===== config.mk =====
export PLATFORM = sky130hd
export DESIGN_NAME = pwm_fade_sequencer
export DESIGN_NICKNAME = d
export VERILOG_FILES = /design/src/rtl/pwm_fade_sequencer.sv
export SDC_FILE = /design/constraint.sdc
export NUM_CORES = 1
export LEC_CHECK = 0
export ABC_AREA = 1
export CAP_MARGIN = 5
export CORE_MARGIN = 1.5
export CORE_UTILIZATION = 30
export DETAILED_ROUTE_END_ITERATION = 10
export DONT_BUFFER_PORTS = 1
export PLACE_DENSITY_LB_ADDON = 0.05
export SYNTH_ARGS = -nofsm -noshare
export SYNTH_HDL_FRONTEND = slang
export SYNTH_SLANG_ARGS = --single-unit

===== constraint.sdc =====
create_clock -name clk -period 4.9 [get_ports clk]
set_input_delay 0.735 -clock clk [delete_from_list [all_inputs] [get_ports clk]]
set_output_delay 0.735 -clock clk [all_outputs]
set_load 0.1 [all_outputs]

===== src/rtl/pwm_fade_sequencer.sv =====
// Duty-cycle sequencer between the SPI duty register and the PWM peripheral.
// It either passes the duty value through or runs a triangle fade. Define FADE_GAMMA_EN to square-law map the fade output.
module pwm_fade_sequencer #(
  parameter int         PRESCALE_W   = 16,
  parameter logic [7:0] DEFAULT_DUTY = 8'h00
) (
  input  logic                  clk,
  input  logic                  rst_n,
  input  logic                  fade_en,
  input  logic [7:0]            spi_duty,
  input  logic                  spi_duty_wr,
  input  logic [7:0]            step,
  input  logic [PRESCALE_W-1:0] tick_div,
  input  logic [7:0]            hold_ticks,
  output logic [7:0]            duty_out,
  output logic [1:0]            phase,
  output logic                  ramp_done
);

  typedef enum logic [1:0] {
    PASS = 2'b00,
    UP   = 2'b01,
    HOLD = 2'b10,
    DOWN = 2'b11
  } state_t;

  localparam logic [PRESCALE_W-1:0] PRESC_ONE = {{(PRESCALE_W-1){1'b0}}, 1'b1};

  state_t                state_reg, state_next;
  logic [7:0]            ceil_reg, ceil_next;
  logic [7:0]            duty_reg, duty_next;
  logic [PRESCALE_W-1:0] presc_reg, presc_next;
  logic [7:0]            hold_cnt_reg, hold_cnt_next;
  logic                  dir_down_reg, dir_down_next;
  logic                  ramp_done_reg, ramp_done_next;

  logic [7:0] ceil_eff;
  logic [7:0] step_eff;
  logic       tick;
  logic [8:0] up_sum;
  logic [7:0] up_duty;
  logic [7:0] down_duty;

  // A same-cycle SPI write is seen by every decision made in that cycle.
  always_comb begin
    ceil_eff  = spi_duty_wr ? spi_duty : ceil_reg;
    step_eff  = (step == 8'd0) ? 8'd1 : step;
    tick      = (presc_reg >= tick_div);
    up_sum    = {1'b0, duty_reg} + {1'b0, step_eff};
    up_duty   = (up_sum >= {1'b0, ceil_eff}) ? ceil_eff : up_sum[7:0];
    down_duty = (duty_reg <= step_eff) ? 8'd0 : (duty_reg - step_eff);
  end

  always_comb begin
    state_next     = state_reg;
    ceil_next      = ceil_eff;
    duty_next      = duty_reg;
    presc_next     = tick ? '0 : (presc_reg + PRESC_ONE);
    hold_cnt_next  = hold_cnt_reg;
    dir_down_next  = dir_down_reg;
    ramp_done_next = 1'b0;

    if (state_reg == PASS) begin
      duty_next  = ceil_eff;
      presc_next = '0;
      if (fade_en) begin
        state_next = UP;
        duty_next  = 8'd0;
      end
    end else if (!fade_en) begin
      state_next = PASS;
      duty_next  = ceil_eff;
      presc_next = '0;
    end else if (tick) begin
      case (state_reg)
        UP: begin
          duty_next = up_duty;
          if (up_duty == ceil_eff) begin
            state_next    = HOLD;
            dir_down_next = 1'b1;
            hold_cnt_next = 8'd0;
          end
        end
        HOLD: begin
          if (hold_cnt_reg == hold_ticks) begin
            state_next = dir_down_reg ? DOWN : UP;
          end else begin
            hold_cnt_next = hold_cnt_reg + 8'd1;
          end
        end
        DOWN: begin
          duty_next = down_duty;
          if (down_duty == 8'd0) begin
            state_next     = HOLD;
            dir_down_next  = 1'b0;
            hold_cnt_next  = 8'd0;
            ramp_done_next = 1'b1;
          end
        end
        default: state_next = PASS;
      endcase
    end
  end

  always_ff @(posedge clk) begin
    if (!rst_n) begin
      state_reg     <= PASS;
      ceil_reg      <= DEFAULT_DUTY;
      duty_reg      <= DEFAULT_DUTY;
      presc_reg     <= '0;
      hold_cnt_reg  <= 8'd0;
      dir_down_reg  <= 1'b0;
      ramp_done_reg <= 1'b0;
    end else begin
      state_reg     <= state_next;
      ceil_reg      <= ceil_next;
      duty_reg      <= duty_next;
      presc_reg     <= presc_next;
      hold_cnt_reg  <= hold_cnt_next;
      dir_down_reg  <= dir_down_next;
      ramp_done_reg <= ramp_done_next;
    end
  end

  assign phase     = state_reg;
  assign ramp_done = ramp_done_reg;

`ifdef FADE_GAMMA_EN
  logic [15:0] gamma_sq;
  logic [7:0]  gamma_duty;

  // Rounded-up square law keeps 1 -> 1 and 255 -> 255; PASS output stays linear.
  always_comb begin
    gamma_sq   = ({8'd0, duty_reg} * {8'd0, duty_reg}) + 16'd255;
    gamma_duty = gamma_sq[15:8];
    duty_out   = (state_reg == PASS) ? duty_reg : gamma_duty;
  end
`else
  assign duty_out = duty_reg;
`endif

endmodule


Yosys cells after proc, flatten, opt, wreduce, memory -nomap -nowiden
Cells that the tools add are included.
{"block": "word_totals", "wordCells": 70, "output_inout_bits": 11, "register_bits": 44, "in_bits": 44}
{"block": "classes", "muxes": 26, "bitwise": 5, "addsub": 4, "reduce_logical": 11, "eq_ne": 14, "n_lt_le_gt_ge": 3}
{"cell": "$mux 8", "n": 11}
{"cell": "$pmux 8 s3", "n": 1}
{"cell": "$add 16x1->16 const B", "n": 1}
{"cell": "$eq 8x8->1", "n": 2}
{"cell": "$ge 16x16->1", "n": 1}
{"cell": "$logic_not 8->1", "n": 2}
{"cell": "$mux 2", "n": 8}
{"cell": "$pmux 8 s2", "n": 1}
{"cell": "$ne 4x4->1 const B", "n": 3}
{"cell": "$add 8x8->9", "n": 1}
{"cell": "$ge 9x8->1", "n": 1}
{"cell": "$add 8x1->8 const B", "n": 1}
{"cell": "$le 8x8->1", "n": 1}
{"cell": "$ne 2x2->1 const B", "n": 4}
{"cell": "$sub 8x8->8", "n": 1}
{"cell": "$reduce_and 7->1", "n": 1}
{"cell": "$pmux 2 s3", "n": 1}
{"cell": "$reduce_and 6->1", "n": 1}
{"cell": "$not 1->1", "n": 5}
{"cell": "$reduce_and 5->1", "n": 1}
{"cell": "$reduce_or 5->1", "n": 1}
{"cell": "$eq 2x2->1 const B", "n": 2}
{"cell": "$ne 4x1->1 const B", "n": 1}
{"cell": "$reduce_or 4->1", "n": 1}
{"cell": "8 further kinds", "n": 10}

Logic depth before layout (Yosys ltp)
Gate-level depths: netlist of run 1.
{"block": "logic_depth", "depth_word": 11, "ltp_mapped": 30, "mapped_depth_nobuf": 28}

Worst setup path after synthesis of run 1
OpenSTA, ideal clock, no wires.
{"block": "synth_timing", "path_kind": "input port to flip-flop", "from": "in step[7]", "to": "reg hold_cnt_reg[1]", "arrival_ns": 3.709, "setup_time_ns": 0.128, "path_buffers": 2, "setup_slack_ns": 1.063, "path_stages": 29, "required_ns": 4.772, "cell_sequence": "inv_1 -> a41o_1 -> ha_1 -> fa_1 -> nand2_1 -> nand2_1 -> xor2_1 -> ha_1 -> nand2_1 -> inv_2 -> nand2_1 -> nand2_1 -> nand2_1 -> nand3_1 -> nand2_1 -> buf_2 -> nand4_1 -> nand2_1 -> nor2_1 -> nand2_1 -> inv_1 -> nand2_1 -> nand2_1 -> nand2_2 -> inv_2 -> buf_6 -> nand3_1 -> nand2_1 -> nor2_1"}
{"block": "synth_via", "elab_chain_len": 8, "word_cells_on_any_way": 13, "cone_classes": "add/sub: 2; order compare: 2; eq/ne: 3; mux: 3; reduce/logical: 3"}
{"element": "start, declared", "line_no": "12", "source": "input logic [7:0] step,"}
{"element": "$logic_not 8->1", "line_no": "47", "source": "step_eff = (step == 8'd0) ? 8'd1 : step;"}
{"element": "$mux 8 (*)", "line_no": "47"}
{"element": "$add 8x8->9", "line_no": "49", "source": "up_sum = {1'b0, duty_reg} + {1'b0, step_eff};"}
{"element": "$ge 9x8->1", "line_no": "50", "source": "up_duty = (up_sum >= {1'b0, ceil_eff}) ? ceil_eff : up_sum[7:0];"}
{"element": "$mux 8", "line_no": "50"}
{"element": "$eq 8x8->1", "line_no": "78", "source": "if (up_duty == ceil_eff) begin"}
{"element": "$ne 2x2->1 (no source line)"}
{"element": "$reduce_and 7->1 (no source line) (*)"}
{"element": "end signal, assigned", "line_no": "119", "source": "hold_cnt_reg <= hold_cnt_next;"}
{"element": "end, declared", "line_no": "33", "source": "logic [7:0] hold_cnt_reg, hold_cnt_next;"}
Mark *: on every way between the ends. The rest lies on a longest branch, timed or not.
A chain may end at the register's enable or synchronous reset.

Worst setup path after layout of run 1
{"block": "layout_timing", "from": "in step[7]", "to": "reg hold_cnt_reg[6]"}
Same word-level chain as after synthesis.

==> results of run 1 <==
==> critical path, delay by kind of cell <==
family	cells	cell delay (ps)
compound gates	3	440
fa+ha+maj	3	1000
buf+inv	2	200
simple gates	18	2100
==> layer usage <==
metal | routed length (um) | GRT usage (%) | part of all wire (%) | vias to the layer above
met3 | 505 | 4.41 | 4.5 | 11
li1 | - | - | - | 2040
met4 | 174 | 3.84 | 1.5 | 0
met2 | 4950 | 25.7 | 44 | 74
met5 | 0 | 0 | 0 | -
met1 | 5670 | 21.8 | 50 | 1765
==> cells by family after synthesis <==
logic type	synth area share (%)
adder cells (fa/ha/maj)	14.3
flip-flops	21.8
AO/OA/AOI/OAI	14.8
XOR/XNOR	4.76
buffers and inverters	12.5
AND/OR/NAND/NOR	31.9
==> worst max path at each step <==
stage	cells past startpoint	slack, ps	end	startpoint
floorplan	29	1060	hold_cnt_reg[1]	step[7]
global placement	26	420	hold_cnt_reg[6]	step[7]
detailed placement	28	300	hold_cnt_reg[1]	step[6]
CTS	28	620	hold_cnt_reg[1]	step[6]
global route	27	190	hold_cnt_reg[1]	step[7]
finish	26	610	hold_cnt_reg[6]	step[7]
==> cells in the final DEF (no fill, tap or decap), types with 17 or more instances in the layout <==
| cell | synthesis | final |
|---|---|---|
| nand2_1 | 142 | 142 |
| inv_1 | 98 | 98 |
| nor2_1 | 70 | 70 |
| dfxtp_1 | 44 | 44 |
| ha_1 | 43 | 43 |
| nand3_1 | 34 | 34 |
| a21oi_1 | 29 | 29 |
| nand4_1 | 21 | 21 |
| o21ai_0 | 20 | 20 |
| o211ai_1 | 17 | 17 |
==> Yosys cell counts, types with 2 or more instances <==
cell / count
xor2_1: 10
o21bai_1: 5
nand2_1: 142
ha_1: 43
inv_1: 98
o21ai_1: 7
nand4_1: 21
buf_2: 3
nor3_1: 6
nor3b_1: 6
nor2_1: 70
a31oi_1: 6
inv_2: 8
a21oi_2: 4
o21ai_0: 20
fa_1: 2
a21oi_1: 29
nor4_1: 2
or2_2: 3
nand3_1: 34
dfxtp_1: 44
o221ai_1: 4
buf_4: 3
xnor2_1: 12
o211ai_1: 17
nand2_2: 5
buf_6: 3
clkbuf_1: 9
==> layout make-up <==
type / instances / area share [%]
tap: 176 / 4.97
multi-input combinational: 459 / 60.1
sequential: 44 / 19.9
clock buffer: 6 / 3.13
inverter: 107 / 9.06
clock inverter: 2 / 0.875
timing repair buffer: 12 / 2.03
==> power by group through the flow <==
stage          Sequential [mW]  Combinational, mW  Clock (mW)
2_1_floorplan            0.644              0.888           0
3_5_place_dp             0.425               1.39           0
6_report                 0.417               1.40       0.413
3_3_place_gp             0.425               1.40           0
5_1_grt                  0.420               1.56       0.437
4_1_cts                  0.417               1.40       0.426
==> per-stage QoR <==
step                      utilization, %  hold WS (ps)  cells
after global routing                33.6           488    806
after floorplan                        -           430    628
after global placement              32.3           445    798
after CTS                           33.6           475    806
after detailed placement            32.3           464    798
final                               33.6           477    806
==> results.yml, run 1 <==
synthesis:
  synth_fp_nets: 717
  synth_area_um2: 4050
  synth-async-reset-ratio_pct: 0
  syn_avg_cell_area_um2: 6.45
  ys_seq_area_share_pct: 21.8
  synth_top_area_share_pct: 21.8
  yosys.area.top_type: "dfxtp_1"
  synth_area_leaders: "dfxtp_1 22%, ha_1 13%, nand2_1 13%, inv_1 9.1%, nor2_1 6.5%"
  ys_seq_elements: 44
  synth_edf_count: 0
  synthDistinctLibCells: 40
  syn_inst: 628
  ys_dominant_reg_cell: "dfxtp_1"
  synth_warnings: 0
power:
  power.density_nw_per_um2: 503
  vdd_drop_max_v: 0.000196
  comb_power_share_pct: 62.7
  switchingPower_mw: 1.18
  p_int_mw: 1.05
  swShare_pct: 53.0
  p_seq_share_pct: 18.7
  fin_total_pwr_mw: 2.23
  p_leak_nw: 2.14
  clkPwrFrac_pct: 18.5
cts:
  clock_latency_ps: 300
  clockRootBuffer: "clkbuf_16"
  clk_path_buf_depth: 2
  cts_sinks: 44
  htreeDepth: 2
  post_cts_buffers: 0
  clk_pin_slew_worst_paths_ps: 70
  cts_tree: "built"
  post_cts_resized: 0
  cts_hold_buf: 0
  numCtsBuffers: 5
timing:
  relSlewSlack_pct: 37.0
  maxSlewViolCount: 0
  skew_ps: 4.25
  finalSetupViolations: 0
  max_freq_mhz: 233
  period_needed_ps: 4290
  fin_ws_ps: 607
  hold_violations: 0
  worstMarginPinSlew_ps: 944
  tns_ps: 0
  min_period_over_period_pct: 87.6
  rsz0062_at_grt: "no"
critical_path:
  critPathKind: "primary input to flip-flop"
  cp_slowest_stage_delay_ps: 450
  crit_path_start_kind: "primary input"
  critPathMaxFanout: 18
  critPathRequiredTime_ps: 5070
  worstRegToRegCells: 26
  worstPathArrival_ps: 4470
  r2r-start: "duty_out[1]"
  crit_slowest_cell: "fa_1"
  setup.worst_path.end_class: "flip-flop"
  cpMostUsedCell: "nand2_1"
  r2r_slack_ps: 920
  r2r_end: "hold_cnt_reg[6]"
global_routing:
  grt_pass1_wl_mm: 18.2
  grt.total_usage_pct: 16.2
  grt_max_degree: 19
  grt_overflow_total: 0
  grt_pass1_vias: 3583
  antenna_found_initial: 0
drt:
  drc_errors: 0
  firstDrtPassIters: 4
  routed_wl_mm: 11.3
  wl_per_cell_um: 14.0
  ant_nets: 0
  vias_per_cell: 4.83
  drtIter0Drc: 172
  num_vias: 3890
place:
  dp_hpwl_mm: 9.26
  gp_congestion: 0.884
  pre_cts_ws_ps: 297
  portBuffers: 0
  post_dp_cell_area_um2: 4250
finish:
  antenna_cells: 0
  largest_reg_flops: 16
  drive_above_1_share_pct: 7.30
  multiInputGateArea_um2: 2660
  nFillCells: 1461
  area_delta_synth_final_pct: 9.46
  design_area_um2: 4430
  ff_latch_area_um2: 881
  fin_nets: 718
floorplan:
  die_w_um: 119
  rows: 42
  die_h_um: 119
  core_um2: 13200
  die_area_um2: 14200
  num_io_pins: 55
  start_util_pct: 30.7
worst_hold_path:
  hp-start: "presc_reg[0]"
  whs_path_depth: 1
  hold_path_end: "presc_reg[0]"
  hp-class: "flip-flop to flip-flop"
run:
  maxCapViolations: 0
status:
  status: "finished clean"
(Power assumes the default switching activity.)
==> run 2, diff against run 1 <==
Settings changed: CORE_ASPECT_RATIO set to 2, DONT_BUFFER_PORTS 1 to not set.
Clock period 4.9 ns to 4.4 ns, I/O delays scaled along.
==> run 2 against run 1 <==
The run now ends with design-rule violations left; global-route usage increased by 2.3 points; non-clock buffer count increased by 105; count of clock-buffer cells in the layout down 1; clock power grew 18%; sequential power grew 16%; power up 37%; core utilization rose by 8.9 points; combinational power up 48%; worst hold slack worse by 3.1 ps; die area rose by 0.29%; clock skew grew 3.5 ps; routed wire length rose by 16%.
==> results.yml, run 2 (synthesis results as in run 1) <==
floorplan:
  start_util_pct: 31.0
  die_w_um: 85.1
  die_h_um: 167
  die_area_um2: 14200
  num_io_pins: 55
  core_um2: 13100
  rows: 59
place:
  dp_hpwl_mm: 10.9
  post_dp_cell_area_um2: 5130
  pre_cts_ws_ps: -488
  gp_congestion: 0.843
  portBuffers: 54
power:
  p_seq_share_pct: 15.9
  p_leak_nw: 2.69
  vdd_drop_max_v: 0.000269
  clkPwrFrac_pct: 16.1
  fin_total_pwr_mw: 3.04
  power.density_nw_per_um2: 548
  switchingPower_mw: 1.46
  comb_power_share_pct: 68.0
  p_int_mw: 1.58
  swShare_pct: 48.1
worst_hold_path:
  hp-class: "flip-flop to flip-flop"
global_routing:
  grt_pass1_wl_mm: 20.5
  grt.total_usage_pct: 18.5
  grt_pass1_vias: 4263
  grt_max_degree: 19
  antenna_found_initial: 0
  grt_overflow_total: 0
critical_path:
  setup.worst_path.end_class: "flip-flop"
  cp_top_family: "simple AND/OR/NAND/NOR gates"
  crit_slowest_cell: "fa_2"
  critPathBufInv: 3
  critPathMaxFanout: 5
  critPathRequiredTime_ps: 4630
  critPathKind: "primary input to flip-flop"
  worstPathArrival_ps: 4260
  crit_path_start_kind: "primary input"
  cpMostUsedCell: "nand2_1"
  cp_slowest_stage_delay_ps: 430
finish:
  fin_nets: 824
  design_area_um2: 5560
  drive_above_1_share_pct: 16.7
  area_delta_synth_final_pct: 37.2
  largest_reg_flops: 16
  final_cell_mix: "134 x nand2_1, 97 x inv_1, 66 x nor2_1"
  antenna_cells: 0
  final_common_cell: "nand2_1"
timing:
  tns_ps: 0
  min_period_over_period_pct: 91.7
  relSlewSlack_pct: 34.8
  holdWs_ps: 474
  max_freq_mhz: 248
  rsz0062_at_grt: "no"
  maxSlewViolCount: 0
  worstMarginPinSlew_ps: 975
  fin_ws_ps: 365
  finalSetupViolations: 0
  period_needed_ps: 4040
  hold_violations: 0
  skew_ps: 7.78
run:
  maxCapViolations: 0
drt:
  drtIter0Drc: 141
  wl_per_cell_um: 14.8
  vias_per_cell: 4.93
  drc_errors: 4
  ant_nets: 0
  routed_wl_mm: 13.1
  num_vias: 4371
  firstDrtPassIters: 8
cts:
  cts_sinks: 44
  clock_latency_ps: 290
  clockRootBuffer: "clkbuf_16"
  clk_path_buf_depth: 2
  numCtsBuffers: 5
  htreeDepth: 2
  cts_hold_buf: 0
  clk_pin_slew_worst_paths_ps: 60
  cts_tree: "built"
status:
  violations: "design-rule violations"
  status: "finished with violations"
run 2: cell count changes in the layout (fill, tap and decap cells not counted), sizes merged:
cell,previous run,this run
buf,12,63
bufinv,1,2
clkdlybuf4s50,0,47
clkinv,2,3
clkbuf,6,5
inv,106,105
dlymetal6s2s,0,7
run 2: timing repair:
| item | 4_1_cts | 5_1_grt |
|---|---|---|
| gates cloned | 0 | 2 |
| pin swaps | 2 | 15 |
| setup endpoints to repair | 16 | 19 |
| setup buffers | 0 | 3 |
| gates resized for setup | 6 | 40 |
run 2: per-layer routing:
layer | global-route usage (%) | wire, um | up-vias
li1 | - | - | 2254
met1 | 17.0 | 4440 | 2042
met2 | 39.0 | 8000 | 54
met3 | 1.33 | 237 | 21
met4 | 8.13 | 466 | 0
met5 | 0 | 0 | -
run 2: power groups by stage:
stage	combinational [mW]	sequential [mW]	clock, mW
floorplan	0.989	0.718	0
global route	2.27	0.492	0.517
finish	2.07	0.485	0.489
CTS	1.93	0.484	0.505
global placement	1.90	0.492	0
detailed placement	1.91	0.492	0
run 2: layout make-up:
| cell class | count | area, um2 |
|---|---|---|
| Clock buffer | 5 | 125 |
| Sequential cell | 44 | 881 |
| Fill cell | 1386 | 7510 |
| Timing Repair inverter | 1 | 5.00 |
| Timing Repair Buffer | 117 | 1050 |
| Inverter | 107 | 407 |
| Clock inverter | 2 | 60.1 |
| Multi-Input combinational cell | 459 | 2840 |
| Tap cell | 152 | 190 |
run 2: worst register-to-register path, delay by kind of cell (launching register included):
kind          cells  cell delay (ps)
fa+ha+maj         2              640
buf+inv           5              510
flops             1              350
simple gates     22             1850
run 2: worst paths after layout:
path / startpoint / endpoint / slack (ps) / depth (start not counted)
max: step[0] / phase[1] / 360 / 28
min: presc_reg[0] / presc_reg[0] / 470 / 1
max reg2reg: duty_out[2] / hold_cnt_reg[1] / 930 / 29
min reg2reg: presc_reg[0] / presc_reg[0] / 470 / 1
run 2: metrics by stage:
| stage | cells | utilization (%) |
|---|---|---|
| after global placement | 875 | 39.3 |
| after detailed placement | 875 | 39.3 |
| after global routing | 887 | 42.5 |
| after floorplan | 628 | - |
| final | 887 | 42.5 |
| after CTS | 882 | 40.9 |
==> run 3, diff against run 2 <==
Settings changed: CORE_ASPECT_RATIO 2 to 1.25, CORE_UTILIZATION 30 to 44.
==> run 3 against run 2 <==
The run now ends clean; clock skew grew 2.8 ps; global-route usage is 4.3 points higher; first-iteration DRC count increased by 35%; clock power shrank 30%; combinational power shrank 6%; die area down 31%; maximum frequency down 3.0%.
==> results.yml, run 3 (synthesis results as in run 1) <==
status:
  status: "finished clean"
finish:
  fin_nets: 813
  nFillCells: 835
  final_cell_mix: "135 x nand2_1, 97 x inv_1, 68 x nor2_1"
  area_delta_synth_final_pct: 32.0
  largest_reg_flops: 16
  fin_cells: 845
  fin_util_pct: 60.8
  final_common_cell: "nand2_1"
  antenna_cells: 0
  drive_above_1_share_pct: 15.3
drt:
  m1WireLength_mm: 4.66
  ant_nets: 0
  wl_per_cell_um: 12.8
  wl_met3_um: 316
  dr.max_layer_used: "met4"
  routed_wl_mm: 10.8
  drtIter0Drc: 190
  firstDrtPassIters: 4
  drc_errors: 0
  met2_length_mm: 5.55
  vias_per_cell: 5.04
  num_vias: 4255
timing:
  hold_violations: 0
  relSlewSlack_pct: 34.7
  min_period_over_period_pct: 94.5
  max_freq_mhz: 241
  worstMarginPinSlew_ps: 977
  rsz0062_at_grt: "yes"
  tns_ps: 0
  skew_ps: 10.6
  period_needed_ps: 4160
  finalSetupViolations: 0
  maxSlewViolCount: 0
critical_path:
  critPathBufInv: 6
  r2r_slack_ps: 860
  cp_slowest_stage_delay_ps: 480
  critPathMaxFanout: 8
  r2r-start: "duty_out[1]"
  setup.worst_path.end_class: "flip-flop"
  crit_path_start_kind: "primary input"
  worstRegToRegCells: 28
  critPathRequiredTime_ps: 4630
  cpMostUsedCell: "nand2_1"
  cp_top_family: "simple AND/OR/NAND/NOR gates"
  worstPathArrival_ps: 4390
  r2r_end: "hold_cnt_reg[2]"
  path_depth: 29
  critPathKind: "primary input to flip-flop"
  cp-startpoint: "step[4]"
  crit_slowest_cell: "clkdlybuf4s50_1"
power:
  p_seq_share_pct: 17.7
  p_int_mw: 1.38
  clkPwrFrac_pct: 12.3
  p_leak_nw: 2.59
  comb_power_share_pct: 70.0
  switchingPower_mw: 1.40
  swShare_pct: 50.4
  power.density_nw_per_um2: 519
  vdd_drop_max_v: 0.000319
worst_hold_path:
  whs_path_depth: 1
  hp-class: "flip-flop to flip-flop"
  hold_path_end: "presc_reg[0]"
  hp-start: "presc_reg[0]"
cts:
  clk_pin_slew_worst_paths_ps: 90
  clockRootBuffer: "clkbuf_8"
  clock_latency_ps: 310
  cts_tree: "built"
  htreeDepth: 2
  numCtsBuffers: 5
  cts_sinks: 44
  clk_path_buf_depth: 2
floorplan:
  core_um2: 8800
  num_io_pins: 55
  die_area_um2: 9790
  rows: 38
  die_w_um: 88.8
  die_h_um: 110
  start_util_pct: 46.0
global_routing:
  grt_overflow_total: 0
  grt_pass1_vias: 3992
  antenna_found_initial: 0
  grt_pass1_wl_mm: 17.5
  grt_max_degree: 19
  grt.total_usage_pct: 22.8
place:
  dp.cells: 832
  portBuffers: 54
  dp_hpwl_mm: 8.60
  gp_congestion: 0.928
run:
  maxCapViolations: 0
[run 3: final cells by class]
cell class / instances / area (um2) / area share (%)
sequential: 44 / 881 / 16.5
inverter: 107 / 407 / 7.61
timing repair inverter: 1 / 5.00 / 0.0936
timing repair buffer: 106 / 957 / 17.9
clock inverter: 2 / 38.8 / 0.725
multi-input combinational: 459 / 2830 / 52.8
tap: 120 / 150 / 2.81
clock buffer: 6 / 82.6 / 1.54
[run 3: repair_timing]
item                       in CTS  in global routing
gates cloned                    0                  1
gates resized for setup         2                 41
hold buffers                    0                  0
hold endpoints to repair        0                  0
setup endpoints to repair       8                 18
pin swaps                       1                 11
buffers inserted                1                  3
[run 3: how the worst max path moves through the flow]
stage	endpoint	slack [ps]
floorplan	hold_cnt_reg[1]	570
global placement	hold_cnt_reg[7]	-290
detailed placement	hold_cnt_reg[2]	-400
CTS	hold_cnt_reg[2]	30
global route	phase[1]	-40
finish	hold_cnt_reg[2]	240
[run 3: metal layers]
metal  track usage (%)  vias up
li1                  -     2232
met1              26.2     1919
met2              42.1       83
met3              2.76       21
met4              8.93        0
met5                 0        -
[run 3: worst register-to-register path: cells and delay by family (launching register included)]
| kind | cells | cell delay (ps) |
|---|---|---|
| compound gates | 1 | 110 |
| flops | 1 | 510 |
| buf+inv | 6 | 540 |
| simple gates | 18 | 1510 |
| fa+ha+maj | 2 | 600 |
| xor+xnor | 1 | 160 |
[run 3: through the flow]
stage | cell area [um2] | total power [mW] | hold slack [ps] | setup slack (ps)
6_report | 5350 | 2.78 | 468 | 242
5_1_grt | 5350 | 3.00 | 514 | -39.5
4_1_cts | 5130 | 2.63 | 468 | 30.1
2_1_floorplan | 4050 | 1.71 | 430 | 574
3_3_place_gp | 4990 | 2.24 | 440 | -287
3_5_place_dp | 4990 | 2.27 | 448 | -399
[run 3: power by group through the flow]
stage | sequential [mW] | clock, mW | combinational, mW
after floorplan | 0.718 | 0 | 0.989
after global placement | 0.497 | 0 | 1.74
after detailed placement | 0.496 | 0 | 1.77
after CTS | 0.488 | 0.352 | 1.79
after global routing | 0.496 | 0.363 | 2.14
final | 0.490 | 0.341 | 1.94
==> patch 1 (settings of run 2) <==
Build with the macro `FADE_GAMMA_EN` defined.
--- a/src/rtl/pwm_fade_sequencer.sv
+++ b/src/rtl/pwm_fade_sequencer.sv
@@ -1,5 +1,7 @@
 // Duty-cycle sequencer between the SPI duty register and the PWM peripheral.
 // It either passes the duty value through or runs a triangle fade. Define FADE_GAMMA_EN to square-law map the fade output.
+`define FADE_GAMMA_EN
+
 module pwm_fade_sequencer #(
   parameter int         PRESCALE_W   = 16,
   parameter logic [7:0] DEFAULT_DUTY = 8'h00
Check against the original RTL: not equivalent (a bounded check fails within 4 cycles, from zero or initial values and one cycle with rst_n low).
==> patch 1 against run 2 <==
The flow finishes with violations (setup timing). Wire length up 26%. Fmax fell by 24%. Cell area grew 42%. Setup slack got worse by 1.3 ns. Power is 100% higher. Die area rose by 38%. Synthesized area up 39%. Sequential cell count unchanged. Register-to-register slack got worse by 0.21 ns. Non-clock buffer count up 52. Largest cell class unchanged. Largest power group unchanged.
==> patch 1: results (changes against run 2) <==
Status
  • Status: finished, violations left
  • Violated checks: setup timing

Route
  • DR iter-0 viols: 144 (+2.1%)
  • Router iterations before antenna repair: 4 (-4)
  • # DRC: 0 (-4)
  • Final wirelength: 16.6 mm (+26%)
  • Avg Vias per Cell: 4.72 (-4.2%)
  • Post-detailed-route wirelength per cell: 13.7 µm (-7.3%)

Global routing
  • First-pass GRT wire length: 27.1 mm (+32%)
  • Largest net degree at the start of global routing: 26 (+7)
  • Overall routing resource usage: 17.3% (-1.1 points)
  • Number of global-route vias before repair: 5885 (+38%)

Worst setup path
  • Worst-path maximum fanout: 4 (-1)
  • Crit-path max cell delay: 0.56 ns (+0.13 ns)
  • R2R Path Start: duty_reg[2]$_SDFFE_PN0P_
  • Arrival time worst endpoint: 4.63 ns (+0.37 ns)
  • Slowest stage cell, crit path: fa_1
  • Crit path from: duty_reg[3]$_SDFFE_PN0P_

Worst hold path
  • Hold path startpoint: dir_down_reg$_SDFFE_PN0P_
  • Hold Crit Class: flip-flop to flip-flop

Timing
  • Worst setup margin: -0.890 ns (-1.25 ns)
  • Endpoints failing setup: 8 (+8)
  • Rel. slew slack: 33.7% (-1.1 points)
  • Setup Skew: 0.00605 ns (-0.00173 ns)

Placement
  • Placed instance area: 7210 µm² (+40%)
  • Final HPWL from detailed placement: 13.9 mm (+27%)
  • Inst Count DP: 1189 (+36%)
  • Routability cong.: 0.853 (+1.1%)

Cells and area
  • Fillers: 1904 (+37%)
  • Share of layout cells above drive strength 1: 23.8% (+7.0 points)
  • # nets final: 1136 (+38%)

Synth
  • Synth area leaders: dfxtp_1, ha_1, nand2_1, fa_1, inv_1
  • Synth Area in Compound Gates: 11.8% (-3.0 points)
  • Adder-cell share of the synthesized area: 26.4% (+12 points)
  • Post-synthesis cell count: 845 (+35%)
  • Commonest cells in the netlist: nand2_1, inv_1, nor2_1
  • Post-synthesis mux area share: 0% (unchanged)
  • Synth unique cells: 46 (+15%)
  • Register area share after synthesis: 15.7% (-6.1 points)
  • Post-Synth XOR/XNOR Area: 4.21% (-0.55 points)
  • Post-Syn Nets: 989 (+38%)

Power
  • Peak supply drop: 0.000804 V (+200%)
  • Leakage: 4.17 nW (+55%)

Clock tree
  • Worst skew pair latency: about 0.3 ns
  • Max H-tree Level: 2 (unchanged)
[patch 1: layer usage]
layer	wire length [µm]	track usage, %
met1	6150	16.5
met2	9860	37.3
met3	312	1.42
met4	291	4.75
met5	0	0
[patch 1: worst paths after layout]
path / endpoint / slack [ns] / cells past startpoint
max reg2reg: hold_cnt_reg[6]$_SDFFE_PN0P_ / 0.72 / 30
min: dir_down_reg$_SDFFE_PN0P_ / 0.48 / 2
max: duty_out[5] / -0.89 / 25
min reg2reg: dir_down_reg$_SDFFE_PN0P_ / 0.48 / 2
[patch 1: area by class of cell]
class | count | share of cell area, %
multi-input cells | 606 | 55.9
repair buffers | 169 | 19.3
flip-flops and latches | 44 | 11.2
inverters | 166 | 8.02
well taps | 216 | 3.42
clock buffers | 5 | 1.58
clock inverters | 3 | 0.585
[patch 1: metrics by stage]
step           util, %  TNS, ns  hold slack, ns  setup WS, ns
3_3_place_gp      39.4   -12.16           0.445        -0.623
4_1_cts           41.4    -6.06           0.475        -0.879
5_1_grt           43.2    -7.53           0.502         -1.16
2_1_floorplan        -    -4.04           0.430        -0.786
3_5_place_dp      39.4   -12.62           0.466        -0.685
6_report          43.2    -5.69           0.476        -0.890
[patch 1: cells by family (layout without fill, tap and decap cells)]
| kind of cell | after synthesis | in the layout |
|---|---|---|
| and+or+nand+nor | 366 | 366 |
| buffers and inverters | 195 | 343 |
| AOI/OAI and AO/OA | 113 | 113 |
| adders and majority gates | 100 | 100 |
| DFF | 44 | 44 |
| xor gates and xnor gates | 27 | 27 |
[patch 1: repair_timing]
item,in CTS,in global routing
gates resized for setup,33,74
setup buffers,8,6
setup endpoints to repair,25,25
pin swaps,31,43
[patch 1: report_power, final]
group | internal (mW) | switching (mW) | leakage (nW)
Sequential | 0.448 | 0.0453 | 0.360
Clock | 0.271 | 0.190 | 0.0804
Combinational | 2.29 | 2.99 | 3.73
[patch 1: worst max-delay path, delay by kind of cell (launching register included)]
| family | cells | cell delay, ns |
|---|---|---|
| buffers and inverters | 4 | 0.33 |
| AOI/OAI and AO/OA | 3 | 0.48 |
| DFF | 1 | 0.34 |
| adders and majority gates | 5 | 2.26 |
| and+or+nand+nor | 13 | 0.90 |
==> patch 2 (flow settings as in run 2) <==
Without the edit above. Register the inputs `fade_en`, `spi_duty`, `spi_duty_wr`, `step`, `tick_div` and `hold_ticks` before use, without a reset. The logic sees them one clock later.
--- a/src/rtl/pwm_fade_sequencer.sv
+++ b/src/rtl/pwm_fade_sequencer.sv
@@ -26,6 +26,22 @@
 
   localparam logic [PRESCALE_W-1:0] PRESC_ONE = {{(PRESCALE_W-1){1'b0}}, 1'b1};
 
+  logic fade_en_q;
+  logic [7:0] spi_duty_q;
+  logic spi_duty_wr_q;
+  logic [7:0] step_q;
+  logic [PRESCALE_W-1:0] tick_div_q;
+  logic [7:0] hold_ticks_q;
+
+  always_ff @(posedge clk) begin
+    fade_en_q     <= fade_en;
+    spi_duty_q    <= spi_duty;
+    spi_duty_wr_q <= spi_duty_wr;
+    step_q        <= step;
+    tick_div_q    <= tick_div;
+    hold_ticks_q  <= hold_ticks;
+  end
+
   state_t                state_reg, state_next;
   logic [7:0]            ceil_reg, ceil_next;
   logic [7:0]            duty_reg, duty_next;
@@ -43,9 +59,9 @@
 
   // A same-cycle SPI write is seen by every decision made in that cycle.
   always_comb begin
-    ceil_eff  = spi_duty_wr ? spi_duty : ceil_reg;
-    step_eff  = (step == 8'd0) ? 8'd1 : step;
-    tick      = (presc_reg >= tick_div);
+    ceil_eff  = spi_duty_wr_q ? spi_duty_q : ceil_reg;
+    step_eff  = (step_q == 8'd0) ? 8'd1 : step_q;
+    tick      = (presc_reg >= tick_div_q);
     up_sum    = {1'b0, duty_reg} + {1'b0, step_eff};
     up_duty   = (up_sum >= {1'b0, ceil_eff}) ? ceil_eff : up_sum[7:0];
     down_duty = (duty_reg <= step_eff) ? 8'd0 : (duty_reg - step_eff);
@@ -63,11 +79,11 @@
     if (state_reg == PASS) begin
       duty_next  = ceil_eff;
       presc_next = '0;
-      if (fade_en) begin
+      if (fade_en_q) begin
         state_next = UP;
         duty_next  = 8'd0;
       end
-    end else if (!fade_en) begin
+    end else if (!fade_en_q) begin
       state_next = PASS;
       duty_next  = ceil_eff;
       presc_next = '0;
@@ -82,7 +98,7 @@
           end
         end
         HOLD: begin
-          if (hold_cnt_reg == hold_ticks) begin
+          if (hold_cnt_reg == hold_ticks_q) begin
             state_next = dir_down_reg ? DOWN : UP;
           end else begin
             hold_cnt_next = hold_cnt_reg + 8'd1;
Function: changed (Yosys sat finds a counterexample within 4 cycles, from zero or initial values and one cycle with rst_n low).
==> patch 2 against run 2 <==
Count of clock-buffer cells in the layout increased by 5. Global-route usage shrank 0.75 points. Cell area up 8.9%. Hold slack improved by 0.0034 ns. Synthesized area is 23% higher. Fmax fell by 1.5%. Wire length up 9.2%. Setup slack worse by 0.063 ns. Sequential cell count increased by 42. Non-clock buffer count fell by 56. Critical path type is now flip-flop to flip-flop. Largest cell class unchanged.
Power is not compared: it rests on default switching activity, and its combinational part moved more than twofold at a synthesized area within 25%.
==> patch 2: results (changes against run 2) <==
Synth
  • Synth unique cells: 47 (+18%)
  • Yosys warns: 0 (unchanged)
  • Post-synthesis mux area share: 0% (unchanged)
  • Post-synthesis cell count: 669 (+6.5%)
  • Register area share after synthesis: 34.5% (+13 points)
  • Synth Area in Compound Gates: 12.9% (-1.9 points)
  • Synth Flop Type: dfxtp_1
  • Post-Syn Nets: 762 (+6.3%)
  • Synth area leaders: dfxtp_1, ha_1, nand2_1, inv_1, nor2_1
  • FFs w/ async S/R, synth: 0% (unchanged)
  • Post-Synth XOR/XNOR Area: 3.16% (-1.6 points)
  • Commonest cells in the netlist: nand2_1, inv_1, dfxtp_1
  • Adder-cell share of the synthesized area: 12.6% (-1.7 points)

Global routing
  • Overall routing resource usage: 17.7% (-0.75 points)
  • Number of global-route vias before repair: 4470 (+4.9%)
  • Largest net degree at the start of global routing: 20 (+1)
  • Initial antenna violation count: 0 (unchanged)
  • First-pass GRT wire length: 22.6 mm (+10%)

Clock tree
  • CTS resizes: 0 (-6)
  • Clock transition at the registers of the reported paths: 0.06 ns (about the same)
  • Max H-tree Level: 3 (+1)
  • Worst skew pair latency: 0.35 ns (+0.06 ns)
  • CTS Buf Count: 9 (+4)
  • Setup Fix Bufs, Post-CTS: 0 (unchanged)
  • Clock buffer depth: 2 (unchanged)
  • Clk root buf: clkbuf_16

Timing
  • Setup Skew: 0.00527 ns (-0.00250 ns)
  • F_max: 244 MHz (-1.5%)
  • Slew @ Worst Pin: 0.975 ns (+0.000179 ns)
  • Worst Hold Slack: 0.477 ns (+0.00343 ns)

Placement
  • Routability cong.: 0.887 (+5.1%)
  • PortBufs: 54 (unchanged)
  • Placement Setup Slack: 0.310 ns (+0.798 ns)
  • Placed instance area: 5710 µm² (+11%)
  • Final HPWL from detailed placement: 11.9 mm (+8.6%)
  • Inst Count DP: 912 (+4.2%)

Worst hold path
  • Hold worst-path end: presc_reg[0]$_SDFF_PP0_
  • Hold Crit Depth: 1 (unchanged)
  • Hold path startpoint: presc_reg[0]$_SDFF_PP0_

Power
  • Peak supply drop: 0.000252 V
  • Leakage: 2.78 nW

Worst setup path
  • Worst-path maximum fanout: 19 (+14)
  • Delay-heaviest family, CP: simple AND/OR/NAND/NOR gates
  • Crit-path max cell delay: 0.46 ns (+0.03 ns)
  • Worst R2R Path Depth: 28 (-3.4%)
  • Crit Path Category: flip-flop to flip-flop
  • Slowest stage cell, crit path: dfxtp_1
  • Flop-to-flop setup slack: 0.30 ns (-0.63 ns)
  • Worst setup path endpoint: hold_cnt_reg[1]$_SDFFE_PN0P_
  • R2R Path Start: step_q[1]$_DFF_P_

Route
  • Router iterations before antenna repair: 4 (-4)
  • Final wirelength: 14.4 mm (+9.2%)
  • Avg Vias per Cell: 4.76 (-3.4%)
  • Post-detailed-route wirelength per cell: 15.5 µm (+4.3%)
  • DR iter-0 viols: 84 (-40%)

Cells and area
  • Antenna diodes: 0 (unchanged)
  • # nets final: 812 (-1.5%)
  • Share of layout cells above drive strength 1: 9.12% (-7.6 points)
  • Fillers: 1707 (+23%)

Status
  • Status: finished, final reports clean
-- patch 2: layer usage --
layer	up-vias	GRT usage, %	share of wire (%)	routed length (µm)
met4	0	14.1	7.8	1110
met2	92	34.9	58	8280
li1	2254	-	-	-
met5	-	0	0	0
met1	2036	14.9	32	4630
met3	37	2.66	2.3	331
-- patch 2: worst reg2reg max path, delay by kind of cell (launching register included) --
kind            cells  cell delay, ns
simple gates       18            1.84
buf+inv             4            0.25
compound gates      3            0.45
fa+ha+maj           3            1.01
flops               1            0.46
-- patch 2: final cells by class --
type	count	area, µm²	share of cell area, %
multi-input combinational	452	2730	45.1
sequential	86	1720	28.5
timing repair buffer	61	593	9.81
inverter	109	419	6.93
tap	204	255	4.22
clock buffer	10	239	3.95
clock inverter	6	91.3	1.51
-- patch 2: power breakdown --
group	total [mW]	switching [mW]	internal, mW	leakage [nW]
Sequential	0.842	0.0282	0.814	0.713
Clock	0.845	0.328	0.517	0.163
Combinational	0.648	0.429	0.219	1.90
